===== src/rtl/cart_pkg.sv =====
// Shared definitions for the cartridge loader and the HPS upload path:
// FSM state encoding, parameter defaults and a saturating index helper.
package cart_pkg;

    typedef enum logic [1:0] {
        IDLE  = 2'd0,
        FETCH = 2'd1,
        READY = 2'd2,
        PAD   = 2'd3
    } cart_state_e;

    localparam logic [7:0] PAD_BYTE_DEFAULT    = 8'hFF;
    localparam int         RAM_TIMEOUT_DEFAULT = 255;

    function automatic logic [15:0] sat_inc16(input logic [15:0] v);
        return (v == 16'hFFFF) ? v : v + 16'd1;
    endfunction

endpackage


===== src/rtl/cart_upload_if.sv =====
// Upload bus: the HPS ioctl byte handshake plus the cart RAM read port.
// The slave modport is the cart_upload side; master is the HPS/RAM environment.
interface cart_upload_if;

    logic        ioctl_upload;
    logic        ioctl_rd;
    logic [7:0]  ioctl_din;
    logic        ioctl_wait;
    logic        ram_rd;
    logic [14:0] ram_addr;
    logic [7:0]  ram_dout;
    logic        ram_valid;

    modport master (
        output ioctl_upload, ioctl_rd, ram_dout, ram_valid,
        input  ioctl_din, ioctl_wait, ram_rd, ram_addr
    );

    modport slave (
        input  ioctl_upload, ioctl_rd, ram_dout, ram_valid,
        output ioctl_din, ioctl_wait, ram_rd, ram_addr
    );

endinterface


===== src/rtl/cart_timeout.sv =====
// Cycle counter bounding how long a cart RAM fetch may wait for ram_valid.
// It holds at LIMIT once reached so expired stays asserted until reloaded.
module cart_timeout
    import cart_pkg::*;
#(
    parameter int LIMIT = RAM_TIMEOUT_DEFAULT
) (
    input  logic clk_sys,
    input  logic reset,
    input  logic load,
    input  logic enable,
    output logic expired
);

    localparam int W = (LIMIT < 2) ? 1 : $clog2(LIMIT + 1);

    logic [W-1:0] count_q;

    assign expired = (count_q == W'(LIMIT));

    always_ff @(posedge clk_sys) begin
        if (reset) begin
            count_q <= '0;
        end else if (load) begin
            count_q <= '0;
        end else if (enable && !expired) begin
            count_q <= count_q + W'(1);
        end
    end

endmodule


===== src/rtl/cart_upload.sv =====
// Streams the loaded cartridge image back to the HPS over ioctl, one RAM
// fetch per byte, padding with PAD_BYTE past the end of the image.
module cart_upload
    import cart_pkg::*;
#(
    parameter logic [7:0] PAD_BYTE    = PAD_BYTE_DEFAULT,
    parameter int         RAM_TIMEOUT = RAM_TIMEOUT_DEFAULT
) (
    input  logic                clk_sys,
    input  logic                reset,
    cart_upload_if.slave        bus,
    input  logic [14:0]         cart_mask,
    output logic [15:0]         upload_len,
    output logic                busy,
    output logic                err
);

    cart_state_e state_q;
    logic        upload_q;
    logic [14:0] mask_q;
    logic [15:0] upload_len_q;
    logic [15:0] index_q;
    logic [7:0]  din_q;
    logic        wait_q;
    logic        ram_rd_q;
    logic [14:0] ram_addr_q;
    logic        busy_q;
    logic        err_q;

    logic [15:0] index_d;
    logic        upload_rise;
    logic        upload_fall;
    logic        goes_pad;
    logic        timer_load;
    logic        timer_en;
    logic        timer_expired;

    assign bus.ioctl_din  = din_q;
    assign bus.ioctl_wait = wait_q;
    assign bus.ram_rd     = ram_rd_q;
    assign bus.ram_addr   = ram_addr_q;
    assign upload_len     = upload_len_q;
    assign busy           = busy_q;
    assign err            = err_q;

    always_comb begin
        upload_rise = bus.ioctl_upload & ~upload_q;
        upload_fall = ~bus.ioctl_upload & upload_q;
        index_d     = sat_inc16(index_q);
        goes_pad    = (index_d > {1'b0, mask_q});
        timer_load  = 1'b0;
        if (!upload_fall) begin
            if (state_q == IDLE && upload_rise) begin
                timer_load = 1'b1;
            end else if (state_q == READY && bus.ioctl_rd && !goes_pad) begin
                timer_load = 1'b1;
            end
        end
        timer_en = (state_q == FETCH);
    end

    cart_timeout #(
        .LIMIT (RAM_TIMEOUT)
    ) u_timeout (
        .clk_sys (clk_sys),
        .reset   (reset),
        .load    (timer_load),
        .enable  (timer_en),
        .expired (timer_expired)
    );

    // upload_q resets high so a session still active across reset needs a
    // fresh low-then-high on ioctl_upload before it can restart.
    always_ff @(posedge clk_sys) begin
        if (reset) begin
            state_q      <= IDLE;
            upload_q     <= 1'b1;
            mask_q       <= '0;
            upload_len_q <= '0;
            index_q      <= '0;
            din_q        <= '0;
            wait_q       <= 1'b0;
            ram_rd_q     <= 1'b0;
            ram_addr_q   <= '0;
            busy_q       <= 1'b0;
            err_q        <= 1'b0;
        end else begin
            upload_q <= bus.ioctl_upload;
            ram_rd_q <= 1'b0;
            if (bus.ioctl_rd && wait_q && !upload_fall) begin
                err_q <= 1'b1;
            end
            if (upload_fall) begin
                state_q <= IDLE;
                busy_q  <= 1'b0;
                wait_q  <= 1'b0;
            end else begin
                case (state_q)
                    IDLE: begin
                        if (upload_rise) begin
                            mask_q       <= cart_mask;
                            upload_len_q <= {1'b0, cart_mask} + 16'd1;
                            index_q      <= '0;
                            busy_q       <= 1'b1;
                            wait_q       <= 1'b1;
                            ram_rd_q     <= 1'b1;
                            ram_addr_q   <= '0;
                            state_q      <= FETCH;
                        end
                    end
                    FETCH: begin
                        // ram_valid cannot legally coincide with our own strobe
                        if (bus.ram_valid && !ram_rd_q) begin
                            din_q   <= bus.ram_dout;
                            wait_q  <= 1'b0;
                            state_q <= READY;
                        end else if (timer_expired) begin
                            din_q   <= 8'h00;
                            err_q   <= 1'b1;
                            wait_q  <= 1'b0;
                            state_q <= READY;
                        end
                    end
                    READY: begin
                        if (bus.ioctl_rd) begin
                            index_q <= index_d;
                            wait_q  <= 1'b1;
                            if (goes_pad) begin
                                state_q <= PAD;
                            end else begin
                                ram_rd_q   <= 1'b1;
                                ram_addr_q <= index_d[14:0];
                                state_q    <= FETCH;
                            end
                        end
                    end
                    PAD: begin
                        if (wait_q) begin
                            din_q  <= PAD_BYTE;
                            wait_q <= 1'b0;
                        end else if (bus.ioctl_rd) begin
                            index_q <= index_d;
                        end
                    end
                    default: state_q <= IDLE;
                endcase
            end
        end
    end

endmodule


===== src/flat_wrapper.sv =====
// flat-port wrapper written by rule: the top's interface ports become plain ports
module cart_upload_flat import cart_pkg::*;
#(
    parameter logic [7:0] PAD_BYTE    = PAD_BYTE_DEFAULT,
    parameter int         RAM_TIMEOUT = RAM_TIMEOUT_DEFAULT
)
  (clk_sys, reset, cart_mask, upload_len, busy, err, bus_ioctl_upload, bus_ioctl_rd, bus_ram_dout, bus_ram_valid, bus_ioctl_din, bus_ioctl_wait, bus_ram_rd, bus_ram_addr);
  cart_upload_if bus_i ();
  input  logic clk_sys;
  input  logic reset;
  input  logic [14:0] cart_mask;
  output logic [15:0] upload_len;
  output logic busy;
  output logic err;
  input wire logic [$bits(bus_i.ioctl_upload)-1:0] bus_ioctl_upload;
  input wire logic [$bits(bus_i.ioctl_rd)-1:0] bus_ioctl_rd;
  input wire logic [$bits(bus_i.ram_dout)-1:0] bus_ram_dout;
  input wire logic [$bits(bus_i.ram_valid)-1:0] bus_ram_valid;
  output wire logic [$bits(bus_i.ioctl_din)-1:0] bus_ioctl_din;
  output wire logic [$bits(bus_i.ioctl_wait)-1:0] bus_ioctl_wait;
  output wire logic [$bits(bus_i.ram_rd)-1:0] bus_ram_rd;
  output wire logic [$bits(bus_i.ram_addr)-1:0] bus_ram_addr;
  assign bus_i.ioctl_upload = bus_ioctl_upload;
  assign bus_i.ioctl_rd = bus_ioctl_rd;
  assign bus_i.ram_dout = bus_ram_dout;
  assign bus_i.ram_valid = bus_ram_valid;
  assign bus_ioctl_din = bus_i.ioctl_din;
  assign bus_ioctl_wait = bus_i.ioctl_wait;
  assign bus_ram_rd = bus_i.ram_rd;
  assign bus_ram_addr = bus_i.ram_addr;
  cart_upload #(.PAD_BYTE(PAD_BYTE), .RAM_TIMEOUT(RAM_TIMEOUT)) u_core (.clk_sys(clk_sys), .reset(reset), .bus(bus_i), .cart_mask(cart_mask), .upload_len(upload_len), .busy(busy), .err(err));
endmodule

===== config.mk =====
export PLATFORM = sky130hd
export DESIGN_NAME = cart_upload_flat
export DESIGN_NICKNAME = d
export VERILOG_FILES = /design/src/rtl/cart_pkg.sv /design/src/rtl/cart_upload_if.sv /design/src/rtl/cart_timeout.sv /design/src/rtl/cart_upload.sv /design/src/flat_wrapper.sv
export SDC_FILE = /design/constraint.sdc
export NUM_CORES = 1
export LEC_CHECK = 0
export BUFFER_PORTS_ARGS = -buffer_cell sky130_fd_sc_hd__buf_2
export CAP_MARGIN = 20
export CORE_ASPECT_RATIO = 2
export CORE_MARGIN = 3
export CORE_UTILIZATION = 35
export CTS_BUF_LIST = sky130_fd_sc_hd__clkbuf_8
export CTS_CLUSTER_SIZE = 8
export DETAILED_ROUTE_END_ITERATION = 10
export GPL_TIMING_DRIVEN = 0
export HOLD_SLACK_MARGIN = 0.05
export PLACE_DENSITY = 0.62
export SLEW_MARGIN = 20
export SYNTH_ARGS = -nofsm -noshare
export SYNTH_HDL_FRONTEND = slang
export SYNTH_SLANG_ARGS = --single-unit

===== constraint.sdc =====
create_clock -name clk_sys -period 4.55 [get_ports clk_sys]
set_input_delay 0.91 -clock clk_sys [delete_from_list [all_inputs] [get_ports clk_sys]]
set_output_delay 0.91 -clock clk_sys [all_outputs]
set_load 0.05 [all_outputs]

# == Word level (Yosys, flattened, before mapping) ==
# Index checks and enable logic that the tools add are counted.
# classes
shifts,0
reduce_logical,25
n_eq_ne,11
div,0
mux,36
bitwise_logic,5
magnitude_cmp,1
mul,0
addsub,3
# op_table
cell,n
two-way mux 16 bit,4
case mux 16 bit (3 select lines),1
two-way mux 15 bit,3
case mux 15 bit (2 select lines),1
two-way mux 8 bit,3
"adder 15 x 1 -> 16 bit, second input constant",1
"adder 16 x 1 -> 16 bit, second input constant",1
"equality test 16 bit, second input constant",1
greater-than comparator 16 x 15 -> 1 bit,1
case mux 8 bit (2 select lines),1
two-way mux 1 bit,15
AND reduction 4 bit,3
two-way mux 2 bit,5
"adder 8 x 1 -> 8 bit, second input constant",1
"equality test 8 bit, second input constant",1
logical AND 1 bit,7
"inequality test 2 bit, second input constant",3
case mux 2 bit (3 select lines),1
AND reduction 3 bit,2
nonzero test 3 bit,2
AND reduction 5 bit,1
"equality test 2 bit, second input constant",2
logical NOT 1 bit,4
"inequality test 2 x 1 -> 1 bit, second input constant",2
10 further kinds,15
# totals
word_cells,93
inputBits,28
reg_bits,85
romBits,0
memories,0
ram_bits,0
latchBits,0
out_inout_bits,43

# == Logic depth before layout (Yosys ltp) ==
# Gate-level depths: netlist of the first run.
# depth
depth_word,9
depth_mapped,16
mapped_depth_nobuf,14

# == Hierarchy ==
# A second synthesis of the first run with hierarchy kept.
# unflattened
cells_unflattened,519
hier_area_um2,4399.2
# modules_own_cells
module,cells_per_inst,area_each_um2,n_inst,seq_area_each_um2
cart_upload,474,3973.8,1,1541.5
cart_timeout,45,425.4,1,160.2

# == Worst setup path before layout of the first run ==
# OpenSTA, ideal clock, no wires.
# synth_path
kind,register -> register
startpoint,register u_core.index_q[0]
endpoint,register u_core.ram_addr_q[10] (netlist: u_core.bus.ram_addr[10])
setup_time_ns,0.079
arrival_time_ns,3.441
required_time_ns,4.471
path_stages_with_launch,17
slack_ns,1.030
period_less_slack_ns,3.520
path_buffers,2
cell_sequence,dfxtp_1 -> ha_1 -> nand2_1 -> nor3_1 -> nand2_1 -> and4_1 -> xnor2_1 -> inv_1 -> ha_1 -> nand4_1 -> nor2_1 -> a221oi_1 -> a31oi_1 -> or3_1 -> buf_6 -> buf_12 -> o221ai_2
# synth_between
elab_chain_len,5
elab_cells_between_ends,9
cone_classes,1 x add/sub; 1 x order compare; 2 x eq/ne; 4 x mux; 1 x reduce/logical
# synth_rtl
item,line_no,source
start: declaration,cart_upload.sv:22,logic [15:0] index_q;
start signal: assignment,cart_upload.sv:126,index_q <= index_d;
start signal: assignment,cart_upload.sv:142,index_q <= index_d;
adder 16 x 1 -> 16 bit or equality test 16 bit (tied branches),cart_pkg.sv:16,return (v == 16'hFFFF) ? v : v + 16'd1;
two-way mux 16 bit *,cart_pkg.sv:16,
greater-than comparator 16 x 15 -> 1 bit or two-way mux 15 bit (tied branches),"cart_upload.sv:50, cart_upload.sv:128",
inequality test 2 bit (no line) or two-way mux 15 bit (tied branches),n/a,
AND reduction 5 bit (no line) or case mux 15 bit (2 select lines) (tied branches),n/a,
end signal: assignment,cart_upload.sv:132,ram_addr_q <= index_d[14:0];
end: declaration,cart_upload.sv:26,logic [14:0] ram_addr_q;
# Mark *: on every way between the ends. The rest lies on a longest branch, timed or not. The select of a mux whose other input is x is not followed.
# A chain may end at the register's enable or synchronous reset.

# == Final worst setup path of the first run ==
# layout_path
startpoint,register u_core.index_q[0]
endpoint,register u_core.ram_addr_q[7] (netlist: u_core.bus.ram_addr[7])
# The elaborated chain is that of the path after synthesis.

==> results.json, run 1 <==
{
  "status": "finished clean",
  "cts_buffers": 9,
  "portBuffers": 69,
  "synth_top_cells_by_area": "dfxtp_1 (38%), ha_1 (6.7%), a21oi_1 (5.7%)",
  "ys_top_cells_by_count": "dfxtp_1 (85), nand2_1 (66), nor2_1 (56), inv_1 (52), a21oi_1 (51)",
  "synth_top_area_cell": "dfxtp_1",
  "worst_ep_required_time_ns": 4.84,
  "clk_pin_slew_ns": 0.09,
  "fp.coreArea_um2": 12300,
  "synth_ff_type": "dfxtp_1",
  "dieArea_um2": 14200,
  "drc": 0,
  "grt.overflow.total": 0,
  "grt_use_met3_pct": 3.43,
  "grt_setup_unrepaired": "no",
  "gr-usage-met1_pct": 16.8,
  "hold_viol": 0,
  "hold_buffers": 0,
  "cp-end-kind": "flop",
  "min_path_type": "flop to flop",
  "routedWlPerCell_um": 15.8,
  "worstPathCellList": "ha_1, nand2_1, or3_1, o21ai_0, nor2_1, xnor2_2, inv_1, ha_1, a21oi_1, o21ai_0, a221oi_1, a31oi_2, or3_1, buf_6, buf_12, o221ai_2",
  "worst_slack_ns": 0.263,
  "path_max_fanout": 10,
  "tightestPinTransition_ns": 0.713,
  "die_w_um": 85.8,
  "synth_edf_count": 0,
  "endpoint": "u_core.bus.ram_addr[7]$_SDFFE_PP0P_",
  "slowest_delay_ns": 0.45,
  "relSlewSlack_pct": 52.1,
  "ant_nets": 0,
  "hold_ws_ns": 0.457,
  "vias": 4146,
  "grt.busiest_layer": "met2",
  "dr.pass1.iters": 4,
  "worstSkewPairLatency_ns": 0.37,
  "grt_first_pass_wirelength_um": 19700,
  "via_per_inst": 5.35,
  "dpl.hpwl_um": 9610,
  "crit_cells": 16,
  "crit_path_start": "u_core.index_q[0]$_SDFFE_PP0P_",
  "post-cts-setup-buffers": 0,
  "syn-cell-area_um2": 4460,
  "period_share_pct": 94.2,
  "nNetsFinal": 676,
  "synth.ff_latch_count": 85,
  "r2r-end": "u_core.bus.ram_addr[7]$_SDFFE_PP0P_",
  "final_max_slew_viol_count": 0,
  "startpoint_type": "flop",
  "antenna_cells": 0,
  "cp.arrival_ns": 4.58,
  "ios": 71,
  "cts_root_buf": "clkbuf_8",
  "cts.sinks": 85,
  "yosysMostFrequentCell": "dfxtp_1",
  "powerDensity_nw_per_um2": 291,
  "start_util_pct": 36.3,
  "ys_seq_area_share_pct": 38.2,
  "worst_r2r_path_depth": 16,
  "place_congestion": 0.909,
  "synth_top_area_share_pct": 38.2,
  "min_period_ns": 4.29,
  "drive_gt1_share_pct": 18.2,
  "setup_violations": 0,
  "wirelength_um": 12200,
  "grt.total_usage_pct": 17.8,
  "crit_family": "compound AO/OA/AOI/OAI gates",
  "htreeDepth": 3,
  "grt_start_max_net_pins": 14,
  "cap_violations": 0,
  "synthArstFlopShare_pct": 0,
  "drt_iter0_drc": 173,
  "globalRouteMet2Util_pct": 33.3,
  "grt_pass1_vias": 4187,
  "setup-tns-final_ns": 0,
  "pre_cts_slack_ns": 0.0844,
  "critPathKind": "flop to flop",
  "total_power_uw": 1510,
  "die_h_um": 166,
  "irDropWorstVdd_mv": 0.226,
  "reg2reg_from": "u_core.index_q[0]$_SDFFE_PP0P_",
  "ff2ff_setup_slack_ns": 0.26,
  "avgSynthCellArea_um2": 8.19,
  "clockBufferDepth": 2,
  "ctsResizeCount": 0,
  "path_buf_inv": 3,
  "crit_slowest_cell": "or3_1",
  "synthCells": 544,
  "yosysUniqueCellTypes": 50,
  "synthToLayoutAreaGrowth_pct": 16.9,
  "cts_tree": "done",
  "synth_nets": 596,
  "skew_ns": 0.0105,
  "num_rows": 57,
  "p_leak_uw": 0.00206,
  "max_freq_mhz": 233,
  "grt_antenna_before_repair": 0,
  "ys_warn_count": 0
}
[kinds of logic after synthesis]
kind of cell	share of synthesized area [%]
and+or+nand+nor	21.1
adders and majority gates	6.74
buffers and inverters	6.96
AOI/OAI and AO/OA	20.0
xor gates and xnor gates	4.91
DFF	38.2
muxes	2.08
[worst register-to-register path, stage by stage (launching register included)]
cell and delay [ns]:
dfxtp_1 0.42, ha_1 0.22, nand2_1 0.15, or3_1 0.45, o21ai_0 0.34, nor2_1 0.15, xnor2_2 0.24, inv_1 0.07
ha_1 0.31, a21oi_1 0.13, o21ai_0 0.17, a221oi_1 0.41, a31oi_2 0.27, or3_1 0.44, buf_6 0.14, buf_12 0.14
o221ai_2 0.15
[layout by cell type (no fill, tap or decap), drive strengths merged, types with 20 or more instances in the layout]
cell type,n
dfxtp,85
buf,74
nand2,66
nor2,56
inv,52
a21oi,51
clkbuf,30
ha,24
nand3,22
a211oi,20
[worst min-delay path by stage]
stage                                                   from  cells after the start                                 end  slack [ns]
after floorplan               u_core.mask_q[10]$_SDFFE_PP0P_                      2      u_core.mask_q[10]$_SDFFE_PP0P_        0.44
after global routing      u_core.upload_len[15]$_SDFFE_PP0P_                      2  u_core.upload_len[15]$_SDFFE_PP0P_        0.49
final                         u_core.mask_q[14]$_SDFFE_PP0P_                      2      u_core.mask_q[14]$_SDFFE_PP0P_        0.46
after CTS                     u_core.mask_q[14]$_SDFFE_PP0P_                      2      u_core.mask_q[14]$_SDFFE_PP0P_        0.46
after detailed placement      u_core.mask_q[14]$_SDFFE_PP0P_                      2      u_core.mask_q[14]$_SDFFE_PP0P_        0.45
after global placement    u_core.upload_len[15]$_SDFFE_PP0P_                      2  u_core.upload_len[15]$_SDFFE_PP0P_        0.44
[cell type report]
cell class,instances,area [µm²]
buffer,24,118
clock buffer,11,151
clock inverter,4,47.5
fill,1273,7060
inverter,52,195
multi-input combinational,383,2470
sequential,85,1700
tap,147,184
timing repair buffer,69,345
[metrics by stage]
stage	instance area, µm²	instances	utilization, %
2_1_floorplan	4460	544	-
3_3_place_gp	4980	760	40.6
3_5_place_dp	4980	760	40.6
4_1_cts	5180	775	42.3
5_1_grt	5210	775	42.5
6_report	5210	775	42.5
[power breakdown]
| group | internal [µW] | switching [µW] |
|---|---|---|
| registers | 762 | 10.9 |
| clock network | 279 | 278 |
| logic | 53.9 | 131 |
| total | 1090 | 420 |
[per-layer routing]
metal  routed length [µm]  vias up  share of wire (%)
met1                 4400     1944                 36
li1                     -     2045                  -
met2                 6590      113                 54
met5                    0        -                  0
met4                  731        0                6.0
met3                  500       44                4.1
[sequential cells by signal (all words and copies together) (netlist names)]
register / cells
u_core.upload_q: 1
u_core.bus.ioctl_wait: 1
u_core.busy: 1
u_core.upload_len: 16
u_core.bus.ram_addr: 15
u_core.bus.ram_rd: 1
u_core.bus.ioctl_din: 8
u_core.u_timeout.count_q: 8
u_core.index_q: 16
u_core.state_q: 2
u_core.mask_q: 15
u_core.err: 1
Power figures use the tool's default switching activity.
==> inputs of run 2 (changes only) <==
--- a/config.mk
+++ b/config.mk
@@ -5,6 +5,7 @@
 export SDC_FILE = /design/constraint.sdc
 export NUM_CORES = 1
 export LEC_CHECK = 0
+export ABC_AREA = 1
 export BUFFER_PORTS_ARGS = -buffer_cell sky130_fd_sc_hd__buf_2
 export CAP_MARGIN = 20
 export CORE_ASPECT_RATIO = 2
==> results.json, run 2 <==
{
  "grt.overflow.total": 0,
  "ys_seq_area_share_pct": 38.0,
  "p_seq_share_pct": 47.3,
  "setup_violations": 0,
  "setup-tns-final_ns": 0,
  "grt_start_max_net_pins": 14,
  "yosysUniqueCellTypes": 45,
  "grt_setup_unrepaired": "no",
  "share_comb_of_total_power_pct": 24.2,
  "irDropWorstVdd_mv": 0.244,
  "num_rows": 57,
  "cp-end-kind": "flop",
  "htreeDepth": 3,
  "synth_edf_count": 0,
  "pre_cts_slack_ns": 1.21,
  "nNetsFinal": 746,
  "grt_first_pass_wirelength_um": 20100,
  "placed_cells": 830,
  "p_leak_uw": 0.00236,
  "finalNonFillerCells": 846,
  "clk_pin_slew_ns": 0.08,
  "dpl.hpwl_um": 9860,
  "routedWlPerCell_um": 14.5,
  "relSlewSlack_pct": 51.5,
  "synthArstFlopShare_pct": 0,
  "powerDensity_nw_per_um2": 333,
  "power.share.clock_pct": 28.5,
  "synth_nets": 665,
  "grt_pass1_vias": 4318,
  "ys_top_cells_by_count": "nand2_1 (145), dfxtp_1 (85), inv_1 (59), nor2_1 (56), a21oi_1 (42)",
  "cp.arrival_ns": 3.61,
  "critPathKind": "flop to flop",
  "ios": 71,
  "post-cts-setup-buffers": 0,
  "vias": 4275,
  "cts.sinks": 85,
  "synthCells": 613,
  "wirelength_um": 12200,
  "min_path_cells": 2,
  "fp.coreArea_um2": 12300,
  "drive_gt1_share_pct": 18.3,
  "die_h_um": 166,
  "cts_tree": "done",
  "worstSkewPairLatency_ns": 0.36,
  "worst_r2r_path_depth": 20,
  "startpoint_type": "flop",
  "finalInstanceArea_um2": 5190,
  "dieArea_um2": 14300,
  "skew_ns": 0.00669,
  "grt.total_usage_pct": 17.6,
  "clockBufferDepth": 2,
  "total_power_uw": 1730,
  "status": "finished clean",
  "dr.pass1.iters": 5,
  "grt_antenna_before_repair": 0,
  "hold_viol": 0,
  "switching_share_pct": 34.4,
  "avgSynthCellArea_um2": 7.30,
  "worst_slack_ns": 1.18,
  "path_max_fanout": 8,
  "netSwitchingPower_uw": 595,
  "die_w_um": 86.0,
  "drt_iter0_drc": 208,
  "cap_violations": 0,
  "ctsResizeCount": 0,
  "p_int_uw": 1130,
  "synthToLayoutAreaGrowth_pct": 15.9,
  "worst_ep_required_time_ns": 4.80,
  "yosysMostFrequentCell": "nand2_1",
  "place_congestion": 0.897,
  "ant_nets": 0,
  "syn-cell-area_um2": 4480,
  "final_max_slew_viol_count": 0,
  "ys_warn_count": 0,
  "final_cell_mix": "nand2_1 (145), dfxtp_1 (85), buf_2 (75)",
  "hold_buffers": 0,
  "synth_ff_type": "dfxtp_1",
  "min_period_ns": 3.37,
  "min_path_type": "flop to flop",
  "final_common_cell": "nand2_1",
  "via_per_inst": 5.05,
  "synth.ff_latch_count": 85,
  "max_freq_mhz": 297,
  "start_util_pct": 36.3,
  "portBuffers": 70,
  "tightestPinTransition_ns": 0.721,
  "synth_top_cells_by_area": "dfxtp_1 (38%), nand2_1 (12%), ha_1 (6.7%)",
  "synth_top_area_cell": "dfxtp_1",
  "synth_top_area_share_pct": 38.0,
  "post_dp_cell_area_um2": 5010,
  "cts_root_buf": "clkbuf_8",
  "antenna_cells": 0,
  "cts_buffers": 9,
  "period_share_pct": 74.0,
  "drc": 0
}
==> run 2: cell count changes after synthesis, sizes merged, moves of 9 or more <==
cell | before | now
o21ai | 15 | 33
nor2 | 56 | 80
o221ai | 15 | 0
xnor2 | 17 | 6
inv | 52 | 62
and3 | 10 | 0
nand2 | 66 | 148
nand3 | 22 | 32
a211oi | 20 | 8
a21oi | 51 | 42
==> run 2: metrics by stage <==
| stage | hold slack (ns) | util (%) |
|---|---|---|
| global route | 0.494 | 42.1 |
| detailed placement | 0.457 | 40.6 |
| floorplan | 0.435 | - |
| global placement | 0.449 | 40.6 |
| finish | 0.467 | 42.1 |
| CTS | 0.471 | 42.1 |
==> run 2: cell families after synthesis <==
group                    share of synthesized area [%]
adder cells (fa/ha/maj)                           6.71
buffers and inverters                             7.85
multiplexers                                     0.224
XOR/XNOR                                          4.30
AND/OR/NAND/NOR                                   28.3
flip-flops                                        38.0
AO/OA/AOI/OAI                                     14.6
==> run 2: power by group through the flow <==
stage               Sequential [µW]  Combinational (µW)  Clock (µW)
global placement                833                 416           0
global route                    823                 458         536
CTS                             817                 422         505
floorplan                       952                 197           0
finish                          817                 418         492
detailed placement              834                 421           0
==> run 2: layout make-up <==
| class | count | area [µm²] |
|---|---|---|
| fillers | 1298 | 7150 |
| multi-input cells | 443 | 2420 |
| flip-flops and latches | 85 | 1700 |
| repair buffers | 70 | 350 |
| inverters | 63 | 239 |
| well taps | 147 | 184 |
| clock buffers | 11 | 151 |
| plain buffers | 22 | 113 |
| clock inverters | 5 | 26.3 |
==> run 2: path summary, 6_finish.rpt <==
kind | startpoint | endpoint | slack [ns]
max | u_core.index_q[0]$_SDFFE_PP0P_ | u_core.u_timeout.count_q[5]$_SDFFE_PP0P_ | 1.18
min | u_core.mask_q[2]$_SDFFE_PP0P_ | u_core.mask_q[2]$_SDFFE_PP0P_ | 0.47
min reg2reg | u_core.mask_q[2]$_SDFFE_PP0P_ | u_core.mask_q[2]$_SDFFE_PP0P_ | 0.47
max reg2reg | u_core.index_q[0]$_SDFFE_PP0P_ | u_core.u_timeout.count_q[5]$_SDFFE_PP0P_ | 1.18
==> run 2: per-layer routing <==
layer,GRT usage [%],vias to the layer above,share of wire [%]
met5,0,-,0
li1,-,2160,-
met4,10.7,0,5.3
met3,2.98,35,4.3
met2,33.5,112,55
met1,16.6,1968,36
==> run 2: critical path, cell delays in order (launching register included) <==
cell	delay, ns
dfxtp_1	0.42
ha_1	0.22
nand2_1	0.07
inv_1	0.07
nand2_1	0.09
nor2_2	0.19
nand4_1	0.13
a21oi_1	0.13
o21ai_0	0.26
ha_1	0.41
nand3_1	0.09
inv_1	0.08
nand2_1	0.05
nor2_1	0.15
nand4_1	0.28
nand2_1	0.15
nand2_1	0.08
nand2_1	0.06
nand2_1	0.05
nand2_1	0.21
nor2_1	0.07
